## src/rtl/seq_alu_pkg.sv

```systemverilog
// Shared opcodes, FSM state encoding and shift helper for the registered EX-stage ALU.
// Optional iterative multiplier is enabled by defining SEQ_ALU_MUL_EN.
package seq_alu_pkg;

    typedef enum logic [3:0] {
        OP_ADD  = 4'd0,
        OP_SUB  = 4'd1,
        OP_AND  = 4'd2,
        OP_OR   = 4'd3,
        OP_XOR  = 4'd4,
        OP_SLL  = 4'd5,
        OP_SRL  = 4'd6,
        OP_SRA  = 4'd7,
        OP_SLT  = 4'd8,
        OP_SLTU = 4'd9,
        OP_MUL  = 4'd10
    } alu_op_e;

    typedef enum logic [1:0] {
        ST_IDLE    = 2'd0,
        ST_MUL_RUN = 2'd1,
        ST_DONE    = 2'd2
    } state_e;

    // True when a shift amount pushes every operand bit out of the word.
    function automatic logic shift_saturates(input logic [63:0] amount, input int width);
        return amount >= 64'(width);
    endfunction

endpackage

```

## src/rtl/seq_alu_mul_iter.sv

```systemverilog
// Iterative shift-add multiplier: one partial product per cycle, low half of the product.
// Only instantiated when SEQ_ALU_MUL_EN is defined.
module seq_alu_mul_iter #(
    parameter int DATA_WIDTH = 16
) (
    input  logic                  clk,
    input  logic                  rst,
    input  logic                  start,
    input  logic [DATA_WIDTH-1:0] multiplicand,
    input  logic [DATA_WIDTH-1:0] multiplier,
    output logic                  done,
    output logic [DATA_WIDTH-1:0] product
);

    localparam int CNT_W = (DATA_WIDTH > 1) ? $clog2(DATA_WIDTH) : 1;
    localparam logic [CNT_W-1:0] LAST_STEP = CNT_W'(DATA_WIDTH - 1);

    logic                  busy_q, busy_d;
    logic [CNT_W-1:0]      cnt_q, cnt_d;
    logic [DATA_WIDTH-1:0] mcand_q, mcand_d;
    logic [DATA_WIDTH-1:0] mplier_q, mplier_d;
    logic [DATA_WIDTH-1:0] acc_q, acc_d;
    logic [DATA_WIDTH-1:0] acc_step;

    // The final step's sum is exposed combinationally so the parent can load it on the same edge.
    always_comb begin
        acc_step = acc_q + (mplier_q[0] ? mcand_q : '0);
        done     = busy_q && (cnt_q == LAST_STEP);
        product  = acc_step;
    end

    always_comb begin
        busy_d   = busy_q;
        cnt_d    = cnt_q;
        mcand_d  = mcand_q;
        mplier_d = mplier_q;
        acc_d    = acc_q;
        if (start) begin
            busy_d   = 1'b1;
            cnt_d    = '0;
            mcand_d  = multiplicand;
            mplier_d = multiplier;
            acc_d    = '0;
        end else if (busy_q) begin
            acc_d    = acc_step;
            mcand_d  = mcand_q << 1;
            mplier_d = mplier_q >> 1;
            if (done) begin
                busy_d = 1'b0;
                cnt_d  = '0;
            end else begin
                cnt_d = cnt_q + CNT_W'(1);
            end
        end
    end

    always_ff @(posedge clk or posedge rst) begin
        if (rst) begin
            busy_q   <= 1'b0;
            cnt_q    <= '0;
            mcand_q  <= '0;
            mplier_q <= '0;
            acc_q    <= '0;
        end else begin
            busy_q   <= busy_d;
            cnt_q    <= cnt_d;
            mcand_q  <= mcand_d;
            mplier_q <= mplier_d;
            acc_q    <= acc_d;
        end
    end

endmodule

```

## src/rtl/seq_alu.sv

```systemverilog
// Handshaked, registered EX-stage ALU with flags and signed compares/shifts.
// Define SEQ_ALU_MUL_EN to make opcode 10 an iterative multiply; otherwise it returns operandA.
module seq_alu
    import seq_alu_pkg::*;
#(
    parameter int DATA_WIDTH    = 16,
    parameter int ALU_CON_WIDTH = 4
) (
    input  logic                     clk,
    input  logic                     rst,
    input  logic                     inValid,
    output logic                     inReady,
    input  logic [DATA_WIDTH-1:0]    operandA,
    input  logic [DATA_WIDTH-1:0]    operandB,
    input  logic [ALU_CON_WIDTH-1:0] aluCon,
    output logic                     outValid,
    input  logic                     outReady,
    output logic [DATA_WIDTH-1:0]    result,
    output logic                     zero,
    output logic                     overflow
);

    localparam int MSB = DATA_WIDTH - 1;

    state_e                state_q, state_d;
    logic [DATA_WIDTH-1:0] result_q, result_d;
    logic                  zero_q, zero_d;
    logic                  overflow_q, overflow_d;

    logic                  accept;
    logic                  is_mul;
    logic                  mul_start;
    logic                  mul_done;
    logic [DATA_WIDTH-1:0] mul_product;

    logic [DATA_WIDTH-1:0] sum;
    logic [DATA_WIDTH-1:0] diff;
    logic                  shift_sat;
    logic [DATA_WIDTH-1:0] alu_res;
    logic                  alu_ovf;

    assign sum       = operandA + operandB;
    assign diff      = operandA - operandB;
    assign shift_sat = shift_saturates(64'(operandB), DATA_WIDTH);

    always_comb begin
        alu_res = operandA;
        alu_ovf = 1'b0;
        case (aluCon)
            ALU_CON_WIDTH'(OP_ADD): begin
                alu_res = sum;
                alu_ovf = (operandA[MSB] == operandB[MSB]) && (sum[MSB] != operandA[MSB]);
            end
            ALU_CON_WIDTH'(OP_SUB): begin
                alu_res = diff;
                alu_ovf = (operandA[MSB] != operandB[MSB]) && (diff[MSB] != operandA[MSB]);
            end
            ALU_CON_WIDTH'(OP_AND):  alu_res = operandA & operandB;
            ALU_CON_WIDTH'(OP_OR):   alu_res = operandA | operandB;
            ALU_CON_WIDTH'(OP_XOR):  alu_res = operandA ^ operandB;
            ALU_CON_WIDTH'(OP_SLL):  alu_res = shift_sat ? '0 : (operandA << operandB);
            ALU_CON_WIDTH'(OP_SRL):  alu_res = shift_sat ? '0 : (operandA >> operandB);
            ALU_CON_WIDTH'(OP_SRA):
                alu_res = shift_sat ? {DATA_WIDTH{operandA[MSB]}}
                                    : DATA_WIDTH'($signed(operandA) >>> operandB);
            ALU_CON_WIDTH'(OP_SLT):  alu_res = DATA_WIDTH'($signed(operandA) < $signed(operandB));
            ALU_CON_WIDTH'(OP_SLTU): alu_res = DATA_WIDTH'(operandA < operandB);
            default:                 alu_res = operandA;
        endcase
    end

`ifdef SEQ_ALU_MUL_EN
    assign is_mul = (aluCon == ALU_CON_WIDTH'(OP_MUL));

    seq_alu_mul_iter #(
        .DATA_WIDTH(DATA_WIDTH)
    ) u_mul (
        .clk         (clk),
        .rst         (rst),
        .start       (mul_start),
        .multiplicand(operandA),
        .multiplier  (operandB),
        .done        (mul_done),
        .product     (mul_product)
    );
`else
    assign is_mul      = 1'b0;
    assign mul_done    = 1'b0;
    assign mul_product = '0;
`endif

    assign accept    = inValid && inReady;
    assign mul_start = accept && is_mul;

    always_ff @(posedge clk or posedge rst) begin
        if (rst) begin
            state_q <= ST_IDLE;
        end else begin
            state_q <= state_d;
        end
    end

    // DONE releases on outReady and may immediately take the next op, giving back-to-back issue.
    always_comb begin
        state_d = state_q;
        case (state_q)
            ST_IDLE: begin
                if (accept) begin
                    state_d = is_mul ? ST_MUL_RUN : ST_DONE;
                end
            end
            ST_MUL_RUN: begin
                if (mul_done) begin
                    state_d = ST_DONE;
                end
            end
            ST_DONE: begin
                if (outReady) begin
                    if (accept) begin
                        state_d = is_mul ? ST_MUL_RUN : ST_DONE;
                    end else begin
                        state_d = ST_IDLE;
                    end
                end
            end
            default: state_d = ST_IDLE;
        endcase
    end

    always_comb begin
        inReady  = 1'b0;
        outValid = 1'b0;
        case (state_q)
            ST_IDLE: inReady = 1'b1;
            ST_DONE: begin
                outValid = 1'b1;
                inReady  = outReady;
            end
            default: begin
                inReady  = 1'b0;
                outValid = 1'b0;
            end
        endcase
    end

    always_comb begin
        result_d   = result_q;
        zero_d     = zero_q;
        overflow_d = overflow_q;
        if (accept && !is_mul) begin
            result_d   = alu_res;
            zero_d     = (alu_res == '0);
            overflow_d = alu_ovf;
        end else if ((state_q == ST_MUL_RUN) && mul_done) begin
            result_d   = mul_product;
            zero_d     = (mul_product == '0);
            overflow_d = 1'b0;
        end
    end

    always_ff @(posedge clk or posedge rst) begin
        if (rst) begin
            result_q   <= '0;
            zero_q     <= 1'b0;
            overflow_q <= 1'b0;
        end else begin
            result_q   <= result_d;
            zero_q     <= zero_d;
            overflow_q <= overflow_d;
        end
    end

    assign result   = result_q;
    assign zero     = zero_q;
    assign overflow = overflow_q;

endmodule

```

## config.mk

```make
export PLATFORM = sky130hd
export DESIGN_NAME = seq_alu
export DESIGN_NICKNAME = d
export VERILOG_FILES = /design/src/rtl/seq_alu_pkg.sv /design/src/rtl/seq_alu_mul_iter.sv /design/src/rtl/seq_alu.sv
export SDC_FILE = /design/constraint.sdc
export NUM_CORES = 1
export LEC_CHECK = 0
export BUFFER_PORTS_ARGS = -buffer_cell sky130_fd_sc_hd__buf_2
export CORE_AREA = 2 2 104 106
export CTS_BUF_LIST = sky130_fd_sc_hd__clkbuf_8 sky130_fd_sc_hd__clkbuf_16
export CTS_CLUSTER_SIZE = 16
export DETAILED_ROUTE_END_ITERATION = 7
export DIE_AREA = 0 0 106 108
export PLACE_DENSITY_LB_ADDON = 0.25
export SETUP_SLACK_MARGIN = 0.05
export SYNTH_ARGS = -nofsm -noshare
export SYNTH_HDL_FRONTEND = slang
export SYNTH_SLANG_ARGS = --single-unit
```

## constraint.sdc

```tcl
create_clock -name clk -period 4.8 [get_ports clk]
set_input_delay 0.24 -clock clk [delete_from_list [all_inputs] [get_ports clk]]
set_output_delay 0.24 -clock clk [all_outputs]
set_load 0.01 [all_outputs]
```

[After elaboration in Yosys (flattened, before gate mapping)]
Index checks and enable logic that the tools add are counted.
Storage, ports and cells
  register bits: 20
  input bits: 40
  word-level logic and storage cells: 51
  output and inout bits: 20
Cells by class
  reduce and logical (&&, ||, !) cells: 7
  bitwise gates (word level): 4
  $add $sub $neg: 2
  mux-type cells: 11
  $lt $le $gt $ge: 3
  equal/unequal tests: 17
  shift-type cells: 3
Operators with widths (count)
  $pmux 16 s10: 1
  $mux 16: 3
  $lt 16x16->1: 2
  $add 16x16->16: 1
  $and 16x16->16: 1
  $eq 4x3->1 const B: 4
  $ge 16x5->1 const B: 1
  $logic_not 16->1: 1
  $or 16x16->16: 1
  $shl 16x16->16: 1
  $shr 16x16->16: 1
  $sshr 16x16->16: 1
  $sub 16x16->16: 1
  $xor 16x16->16: 1
  $eq 4x2->1 const B: 2
  $eq 4x4->1 const B: 2
  $mux 2: 3
  $pmux 2 s3: 1
  $eq 4x1->1 const B: 1
  $logic_not 4->1: 1
  $ne 2x2->1 const B: 2
  $pmux 1 s2: 2
  $logic_and 1x1->1: 3
  $ne 1x1->1: 3
  other kinds (7): 7

[Depth between registers and ports, before layout]
Gate-level depths: netlist (run 1).
  depth in word-level cells: 6
  depth in mapped cells: 15
  mapped depth without buffers: 14

[Least setup slack after synthesis (run 1)]
OpenSTA, ideal clock, no wires.
  kind: input to register
  start point: input port operandB[1]
  end point: register zero_q (netlist: zero)
  path buffers: 3
  setup time: 104 ps
  arrival time: 3696 ps
  setup slack: 1001 ps
  stages on the path: 15
  required time: 4696 ps
  cells stage by stage: clkbuf_1 buf_2 buf_2 inv_1 ha_1 o21bai_1 a2111oi_0 o2111ai_1 a21oi_1 o41a_1 o311ai_1 xnor2_1 a221oi_1 o21ai_1 o41ai_2
Between the ends
  longest elaborated chain between the ends: 4
  elaborated cells on any way between the ends: 16
  classes of those cells: 2 x add/sub; 3 x order compare; 3 x shift; 4 x mux; 3 x bitwise; 1 x reduce/logical
Ends and longest elaborated chain
  start: declaration: line seq_alu.sv:14  | input logic [DATA_WIDTH-1:0] operandB,
  $ge 16x5->1, or another cell as far along: line seq_alu_pkg.sv:27  | return amount >= 64'(width);
  $mux 16, on equally long branches: line seq_alu.sv:64, seq_alu.sv:61, seq_alu.sv:62
  $pmux 16 s10 *: line seq_alu.sv:49  | case (aluCon)
  $logic_not 16->1 *: line seq_alu.sv:152  | zero_d = (alu_res == '0);
  end signal: assignment: line seq_alu.sv:168  | zero_q <= zero_d;
  end: declaration: line seq_alu.sv:27  | logic zero_q, zero_d;
Every way passes the cells marked *; elsewhere a longest branch is shown, timed or not.
A chain may end at the register's enable or synchronous reset.

[Worst setup path in the final report (run 1)]
  start point: input port operandB[2]
  end point: register zero_q (netlist: zero)
The elaborated chain is that of the path after synthesis.

==> out/metrics.yaml, run 1 <==
cts:
  post_cts_buffers: 0
  clk_latency_ns: 0.27
  cts_sinks: 19
  clk_pin_slew_ns: 0.08
  htreeDepth: 1
  cts_hold_buf: 0
  cts_tree: "yes"
  root_buffer: "clkbuf_8"
  cts_buffers: 3
  cts_buffer_depth: 2
  ctsResizeCount: 0
power:
  pwr-share-clk: 0.126
  p_comb_frac: 0.661
  p_sw_frac: 0.502
  peakVddDrop_v: 0.000132
  p_seq_frac: 0.213
  p_int_mw: 0.468
  power_switching_mw: 0.472
  leakagePower_nw: 2.48
  p_per_area_mw_per_mm2: 157
  power_mw: 0.940
logic_synthesis:
  synth.yosys.seq_area_share: 0.0852
  netlist.top_cell.by_area: "ha_1"
  syn-cell-area_mm2: 0.00558
  synth_edf_count: 0
  synthCells: 781
  async_flop_share: 1.00
  yosysWarnings: 0
  ys_top_cells_by_area: "ha_1 11%, dfrtp_1 8.5%, mux2i_1 6.6%"
  synth_cell_types: 82
  synth_nets: 871
  synth_top_area_share: 0.108
  synth-seq-cells: 19
  synth_ff_type: "dfrtp_1"
  avgSynthCellArea_um2: 7.15
sta:
  worstMarginPinSlew_ns: 0.868
  period_share: 0.813
  period_needed_ns: 3.90
  max_freq_ghz: 0.256
  finalSetupViolCount: 0
  final_max_slew_viol_count: 0
  hold_slack_ns: 0.100
  hold_viol: 0
  rsz0062_at_grt: "false"
  fin_skew_ns: 0.00496
  relSlewSlack: 0.413
  fin_setup_tns_ns: 0
drt:
  firstDrtPassIters: 6
  wire_per_inst_um: 25.3
  dr.first_iter.drc_count: 877
  drc: 0
  drt_wl_total_um: 23600
  vias: 6884
  routed_via_density: 7.38
  ant_nets: 0
critical_path:
  end_kind: "flop"
  cp_max_fo: 19
  cp.arrival_ns: 4.07
  critPathRequiredTime_ns: 4.97
  path_class: "input pin to flop"
  cp-start-kind: "input pin"
grt:
  use_met2: 0.650
  grt_util_met1: 0.557
  track_usage: 0.411
  busiest_layer: "met2"
  grt_pass1_wl_um: 36700
  antenna_found_initial: 0
  grt_overflow_total: 0
  grt_max_degree: 48
  first_global_vias: 6375
  met3_usage: 0.0615
floorplanning:
  ios: 60
  core_mm2: 0.0102
  rows: 37
  die_h_um: 108
  start_util: 0.545
  dieArea_mm2: 0.0114
  die_w_um: 106
run_status:
  status: "completed"
finish:
  drive_gt1_frac: 0.158
  final_cells: 933
  diodes: 0
  fillers: 1006
  fin_util: 0.584
  layout_commonest_cell: "nor2_1"
  final_cell_mix: "69 x nor2_1, 61 x a21oi_1, 59 x nand2_1, 59 x buf_2, 56 x o21ai_0"
  fin_nets: 888
  synthToLayoutAreaGrowth_pct: 7.06
placed_design:
  dp_cells: 928
  hpwl_um: 17900
  io_buffers: 59
  gp_congestion: 1.07
hold_path:
  hp-class: "input pin to async pin"
run:
  max_cap_viol_count: 0
cell usage after synthesis, types with 6 or more instances:
cell type / count
clkbuf_1: 50
a31oi_1: 13
inv_1: 46
mux4_2: 15
mux2i_1: 37
a211oi_1: 17
or4_1: 7
nand2b_1: 15
o22ai_1: 14
nand2_1: 59
o21ai_1: 9
nor4_1: 11
nor2_1: 69
o21ai_0: 56
a21oi_1: 61
nor2b_1: 8
a22oi_1: 6
dfrtp_1: 19
buf_2: 13
nand4_1: 7
o2111ai_1: 7
nor3_1: 21
mux2_2: 14
nand3_1: 23
ha_1: 48
xnor2_1: 7
state kept, by name, indices dropped and copies added (netlist names):
signal	flops
zero	1
overflow	1
result	16
state_q	1
path summary, 6_finish.rpt:
path / from / to / slack [ns] / cells after the start
max: operandB[2] / zero / 0.90 / 13
min: rst / result[0] / 0.10 / 2
max reg2reg: state_q[1] / zero / 1.79 / 9
min reg2reg: result[0] / result[0] / 0.48 / 2
max in group asynchronous: rst / result[6] / 4.22 / 2
min in group clk: inValid / state_q[1] / 0.18 / 2
logic make-up (layout without fill, tap and decap cells):
group                      count (synthesis)  after routing  synth area share
DFF                                       19             19            0.0852
AOI/OAI and AO/OA                        263            263             0.313
muxes                                     66             66             0.155
adders and majority gates                 50             50             0.115
buffers and inverters                    117            133            0.0816
xor gates and xnor gates                  10             10            0.0157
and+or+nand+nor                          256            256             0.234
power by group through the flow:
stage / sequential, mW / combinational (mW) / clock (mW)
2_1_floorplan: 0.215 / 0.389 / 0
3_3_place_gp: 0.201 / 0.586 / 0
3_5_place_dp: 0.203 / 0.593 / 0
4_1_cts: 0.200 / 0.596 / 0.119
5_1_grt: 0.203 / 0.663 / 0.124
6_report: 0.200 / 0.621 / 0.118
through the flow:
step	setup WS [ns]	area [µm²]
global placement	0.669	5920
CTS	0.856	5970
detailed placement	0.567	5920
global route	0.804	5970
floorplan	1.00	5580
finish	0.898	5970
critical path: stages:
cell and delay, ns:
buf_2 0.17, inv_2 0.30, ha_1 0.39, nand2b_1 0.23, a221oi_1 0.35, o21bai_1 0.21, a211o_1 0.34, and3b_1 0.18
o21ai_0 0.41, a41oi_1 0.28, nor4bb_1 0.52, nand4b_1 0.18, o41ai_2 0.29
area by class of cell:
class / count / area (µm²) / share of cell area
Inverter: 49 / 184 / 0.0308
Multi-Input combinational cell: 645 / 4650 / 0.778
Sequential cell: 19 / 475 / 0.0796
Tap cell: 136 / 170 / 0.0285
Clock inverter: 1 / 3.75 / 0.000628
Clock buffer: 3 / 41.3 / 0.00691
Timing Repair Buffer: 80 / 450 / 0.0754
layer usage:
layer  wire [µm]  part of all wire
met5           0                 0
met4        1220             0.051
met3        2980              0.13
met2       10400              0.44
met1        9080              0.38
Power figures use the tool's default switching activity.
==> inputs of run 2 (changes only) <==
==> constraint.sdc (replaced) <==
create_clock -name clk -period 3.4 [get_ports clk]
set_input_delay 0.17 -clock clk [delete_from_list [all_inputs] [get_ports clk]]
set_output_delay 0.17 -clock clk [all_outputs]
set_load 0.01 [all_outputs]
==> run 2 against run 1 <==
  * Worst hold slack lost 0.075 ns
  * Total power rose by 47%
  * Register-to-register slack got worse by 0.64 ns
  * Highest routed layer unchanged
  * Non-clock buffer count is 45 higher
  * Clock skew up 0.0035 ns
  * Count of clock-buffer cells in the layout is the same
  * Sequential power is 41% higher
  * Critical endpoint unchanged
  * Critical path depth rose by 3
==> out/metrics.yaml, run 2 (synthesis results as in run 1) <==
drt:
  drc: 0
  firstDrtPassIters: 6
  ant_nets: 0
  wire_per_inst_um: 24.6
  vias: 6936
  routed_via_density: 7.09
  drt_wl_total_um: 24100
  dr.first_iter.drc_count: 910
power:
  p_int_mw: 0.708
  p_seq_frac: 0.204
  p_per_area_mw_per_mm2: 215
  pwr-share-clk: 0.112
  peakVddDrop_v: 0.000253
  power_switching_mw: 0.675
  p_comb_frac: 0.684
  p_sw_frac: 0.488
  leakagePower_nw: 2.73
critical_path:
  cp.arrival_ns: 3.32
  path_class: "input pin to flop"
  critPathRequiredTime_ns: 3.55
  cp-start-kind: "input pin"
  cp_max_fo: 6
  end_kind: "flop"
cts:
  cts_hold_buf: 0
  htreeDepth: 1
  cts_tree: "yes"
  clk_pin_slew_ns: 0.07
  clk_latency_ns: 0.26
  cts_buffers: 3
  cts_sinks: 19
  ctsResizeCount: 0
  root_buffer: "clkbuf_8"
  cts_buffer_depth: 2
  post_cts_buffers: 0
grt:
  antenna_found_initial: 0
  grt_max_degree: 53
  grt_overflow_total: 0
  track_usage: 0.420
  first_global_vias: 6544
  grt_pass1_wl_um: 37400
hold_path:
  hp-class: "input pin to async pin"
sta:
  final_max_slew_viol_count: 0
  finalSetupViolCount: 0
  worstMarginPinSlew_ns: 1.04
  fin_skew_ns: 0.00843
  hold_slack_ns: 0.0252
  max_freq_ghz: 0.315
  period_share: 0.934
  hold_viol: 0
  relSlewSlack: 0.295
  period_needed_ns: 3.18
  rsz0062_at_grt: "false"
finish:
  drive_gt1_frac: 0.213
  diodes: 0
  layout_commonest_cell: "nor2_1"
  fin_nets: 933
  fillers: 936
  synthToLayoutAreaGrowth_pct: 15.0
  final_cell_mix: "69 x nor2_1, 63 x buf_4, 61 x a21oi_1"
  largest_register_ffs: 16
  fin_area_mm2: 0.00642
run:
  max_cap_viol_count: 0
floorplanning:
  core_mm2: 0.0102
  die_w_um: 106
  start_util: 0.545
  ios: 60
  rows: 37
  die_h_um: 108
  dieArea_mm2: 0.0114
run_status:
  status: "completed"
placed_design:
  io_buffers: 59
  hpwl_um: 18900
  gp_congestion: 1.03
  placed_area_mm2: 0.00632
==> run 2: per-layer routing <==
metal | vias up | wire [µm] | track usage
met5 | - | 0 | 0
met3 | 129 | 2880 | 0.0808
li1 | 3066 | - | -
met1 | 3212 | 9000 | 0.555
met4 | 0 | 1580 | 0.211
met2 | 529 | 10600 | 0.659
==> run 2: critical path: stages <==
cell      delay (ns)
buf_2           0.11
buf_4           0.15
inv_1           0.09
ha_1            0.19
inv_1           0.07
fa_1            0.44
a211oi_1        0.22
a211oi_1        0.08
a31oi_1         0.20
o21ai_0         0.14
o32ai_1         0.35
buf_4           0.18
nand4_1         0.16
nor4bb_4        0.34
nand4b_1        0.15
o41ai_2         0.30
==> run 2: metrics by stage <==
step	TNS [ns]	power, mW	cells	util	setup WS, ns
after floorplan	0	0.858	781	-	0.0591
after global placement	0	1.17	974	0.618	0.0504
after detailed placement	-0.0750	1.19	974	0.618	-0.0750
after CTS	0	1.34	978	0.622	0.159
after global routing	0	1.46	978	0.627	0.0789
final	0	1.38	978	0.627	0.225
==> run 2: final timing paths <==
check,to,depth (start not counted),slack [ns],startpoint
worst min-delay path,result[2],2,0.03,rst
worst max-delay path,zero,16,0.22,operandA[0]
worst min register to register,result[5],2,0.48,result[5]
min in group clk,state_q[1],2,0.11,inValid
worst max register to register,zero,9,1.15,state_q[1]
max in group asynchronous,result[15],2,2.91,rst
==> run 2: cell type report <==
type,count,area [µm²],area share
clock buffer,3,41.3,0.00643
clock inverter,1,3.75,0.000585
inverter,49,188,0.0292
multi-input combinational,645,4710,0.734
sequential,19,475,0.0741
tap,136,170,0.0265
timing repair buffer,125,828,0.129
==> run 2: power by group through the flow <==
| stage | logic [mW] | clock network, mW | registers, mW |
|---|---|---|---|
| finish | 0.947 | 0.154 | 0.282 |
| global route | 1.01 | 0.168 | 0.284 |
| CTS | 0.907 | 0.157 | 0.281 |
| detailed placement | 0.903 | 0 | 0.286 |
| global placement | 0.885 | 0 | 0.283 |
| floorplan | 0.555 | 0 | 0.303 |
==> inputs of run 3 (changes only) <==
--- a/config.mk
+++ b/config.mk
@@ -5,12 +5,13 @@
 export SDC_FILE = /design/constraint.sdc
 export NUM_CORES = 1
 export LEC_CHECK = 0
-export BUFFER_PORTS_ARGS = -buffer_cell sky130_fd_sc_hd__buf_2
-export CORE_AREA = 2 2 104 106
+export ABC_AREA = 1
+export BUFFER_PORTS_ARGS = -buffer_cell sky130_fd_sc_hd__buf_4
+export CORE_AREA = 2 2 102 104
 export CTS_BUF_LIST = sky130_fd_sc_hd__clkbuf_8 sky130_fd_sc_hd__clkbuf_16
 export CTS_CLUSTER_SIZE = 16
 export DETAILED_ROUTE_END_ITERATION = 7
-export DIE_AREA = 0 0 106 108
+export DIE_AREA = 0 0 104 106
 export PLACE_DENSITY_LB_ADDON = 0.25
 export SETUP_SLACK_MARGIN = 0.05
 export SYNTH_ARGS = -nofsm -noshare
==> run 3 against run 2 <==
  * Worst hold slack lost 0.0091 ns
  * Fmax rose by 14%
  * Cell count is 19% higher
  * Final area fell by 8.4%
  * Critical endpoint unchanged
==> out/metrics.yaml, run 3 <==
floorplanning:
  die_h_um: 106
  rows: 37
  ios: 60
  dieArea_mm2: 0.0110
  start_util: 0.537
  die_w_um: 104
  core_mm2: 0.0100
power:
  p_comb_frac: 0.645
  p_seq_frac: 0.230
  leakagePower_nw: 3.17
  p_sw_frac: 0.509
  p_per_area_mw_per_mm2: 209
  peakVddDrop_v: 0.000194
  pwr-share-clk: 0.125
  power_switching_mw: 0.626
  p_int_mw: 0.602
sta:
  worstMarginPinSlew_ns: 0.807
  period_needed_ns: 2.77
  rsz0062_at_grt: "false"
  fin_setup_tns_ns: 0
  relSlewSlack: 0.460
  finalSetupViolCount: 0
  final_max_slew_viol_count: 0
  hold_viol: 0
  fin_skew_ns: 0.00488
  period_share: 0.816
  max_freq_ghz: 0.360
logic_synthesis:
  synth_nets: 1091
  ys_top_cells_by_area: "nand2_1 23%, nand3_1 14%, ha_1 11%"
  avgSynthCellArea_um2: 5.36
  yosysWarnings: 0
  synth_edf_count: 0
  async_flop_share: 1.00
  synthCells: 1001
  synth-seq-cells: 19
  synth_ff_type: "dfrtp_1"
  syn-cell-area_mm2: 0.00537
  synth_top_area_share: 0.234
  synth.yosys.seq_area_share: 0.0886
  synth_cell_types: 47
  netlist.top_cell.by_area: "nand2_1"
  synthMostInstantiatedCell: "nand2_1"
  synth.top_cells.by_count: "334 x nand2_1, 153 x nand3_1, 97 x inv_1"
finish:
  seq_area_um2: 475
  diodes: 0
  largest_register_ffs: 16
  multi_input_area_mm2: 0.00426
  fin_nets: 1121
  layout_commonest_cell: "nand2_1"
  fillers: 1132
  fin_util: 0.588
  drive_gt1_frac: 0.104
  synthToLayoutAreaGrowth_pct: 9.51
  final_cell_mix: "334 x nand2_1, 153 x nand3_1, 97 x inv_1"
placed_design:
  gp_congestion: 1.06
  io_buffers: 59
  hpwl_um: 17700
grt:
  antenna_found_initial: 0
  grt_overflow_total: 0
  track_usage: 0.388
  grt_pass1_wl_um: 33800
  first_global_vias: 6201
  grt_max_degree: 41
cts:
  ctsResizeCount: 0
  root_buffer: "clkbuf_8"
  clk_pin_slew_ns: 0.07
  htreeDepth: 1
  clk_latency_ns: 0.25
  cts_buffers: 3
  cts_tree: "yes"
  post_cts_buffers: 0
  cts_buffer_depth: 2
  cts_hold_buf: 0
  cts_sinks: 19
critical_path:
  reg2regPathDepth: 7
  reg2reg_to: "zero"
  crit_top_cell: "nand2_1"
  r2r_slack_ns: 1.64
  crit_chain: "buf_4 -> inv_1 -> ha_1 -> inv_1 -> nand2_1 -> and2_1 -> nand3_1 -> nand3_1 -> nand2_1 -> inv_1 -> o21ai_0 -> nand2_1 -> o21ai_0 -> nor2_1 -> nand2_1 -> nor2_1 -> nand3_1 -> nand2_1"
  critical_path.max_stage_delay_ns: 0.43
  r2r-start: "state_q[1]"
  cp.arrival_ns: 2.92
  critPathRequiredTime_ns: 3.54
  path_class: "input pin to flop"
  cp-start-kind: "input pin"
  crit_path_top_delay_cell: "o21ai_0"
  cp_max_fo: 36
  end_kind: "flop"
run_status:
  status: "completed"
run:
  max_cap_viol_count: 0
drt:
  routed_via_density: 6.03
  ant_nets: 0
  vias: 7027
  drc: 0
  dr.first_iter.drc_count: 885
  firstDrtPassIters: 6
  wire_per_inst_um: 18.7
  drt_wl_total_um: 21900
hold_path:
  hp-class: "input pin to async pin"
## run 3: power groups by stage
stage,Clock [mW],Combinational [mW],Sequential (mW)
6_report,0.153,0.792,0.283
5_1_grt,0.166,0.865,0.288
4_1_cts,0.154,0.766,0.283
3_5_place_dp,0,0.763,0.287
3_3_place_gp,0,0.766,0.287
2_1_floorplan,0,0.469,0.301
## run 3: how the worst max path moves through the flow
stage	start	end	cells after the start
after global placement	operandB[2]	zero	18
after detailed placement	operandB[2]	zero	18
after CTS	operandB[2]	zero	18
final	operandB[2]	zero	18
after floorplan	operandB[2]	zero	22
after global routing	operandB[1]	zero	20
## run 3: cell type report
class / count / area share
sequential: 19 / 0.0809
clock inverter: 1 / 0.000851
timing repair buffer: 67 / 0.0856
multi-input combinational: 827 / 0.725
tap: 136 / 0.0289
clock buffer: 3 / 0.00702
inverter: 113 / 0.0722
## run 3: critical path, delay by kind of cell
family                     cells  cell delay, ns
AOI/OAI and AO/OA              2            0.58
adders and majority gates      1            0.33
and+or+nand+nor               11            1.16
buffers and inverters          4            0.66
## run 3: per-layer routing
metal | GRT usage | vias to the layer above | routed length [µm]
li1 | - | 3372 | -
met1 | 0.551 | 3086 | 8980
met2 | 0.563 | 502 | 8770
met3 | 0.0865 | 67 | 3010
met4 | 0.166 | 0 | 1100
met5 | 0 | - | 0
## run 3: cells by family after synthesis
family	synth area share
and+or+nand+nor	0.514
xor gates and xnor gates	0.00163
DFF	0.0886
AOI/OAI and AO/OA	0.158
buffers and inverters	0.119
adders and majority gates	0.119
## run 3: metrics by stage
stage | total power, mW | worst slack [ns] | hold slack (ns) | std cells | area, µm²
4_1_cts | 1.20 | 0.784 | 0.0424 | 1166 | 5880
5_1_grt | 1.32 | 0.438 | 0.0763 | 1166 | 5880
3_5_place_dp | 1.05 | 0.527 | 0.308 | 1162 | 5830
2_1_floorplan | 0.770 | 0.678 | 0.121 | 1001 | 5370
6_report | 1.23 | 0.625 | 0.0161 | 1166 | 5880
3_3_place_gp | 1.05 | 0.468 | 0.314 | 1162 | 5830
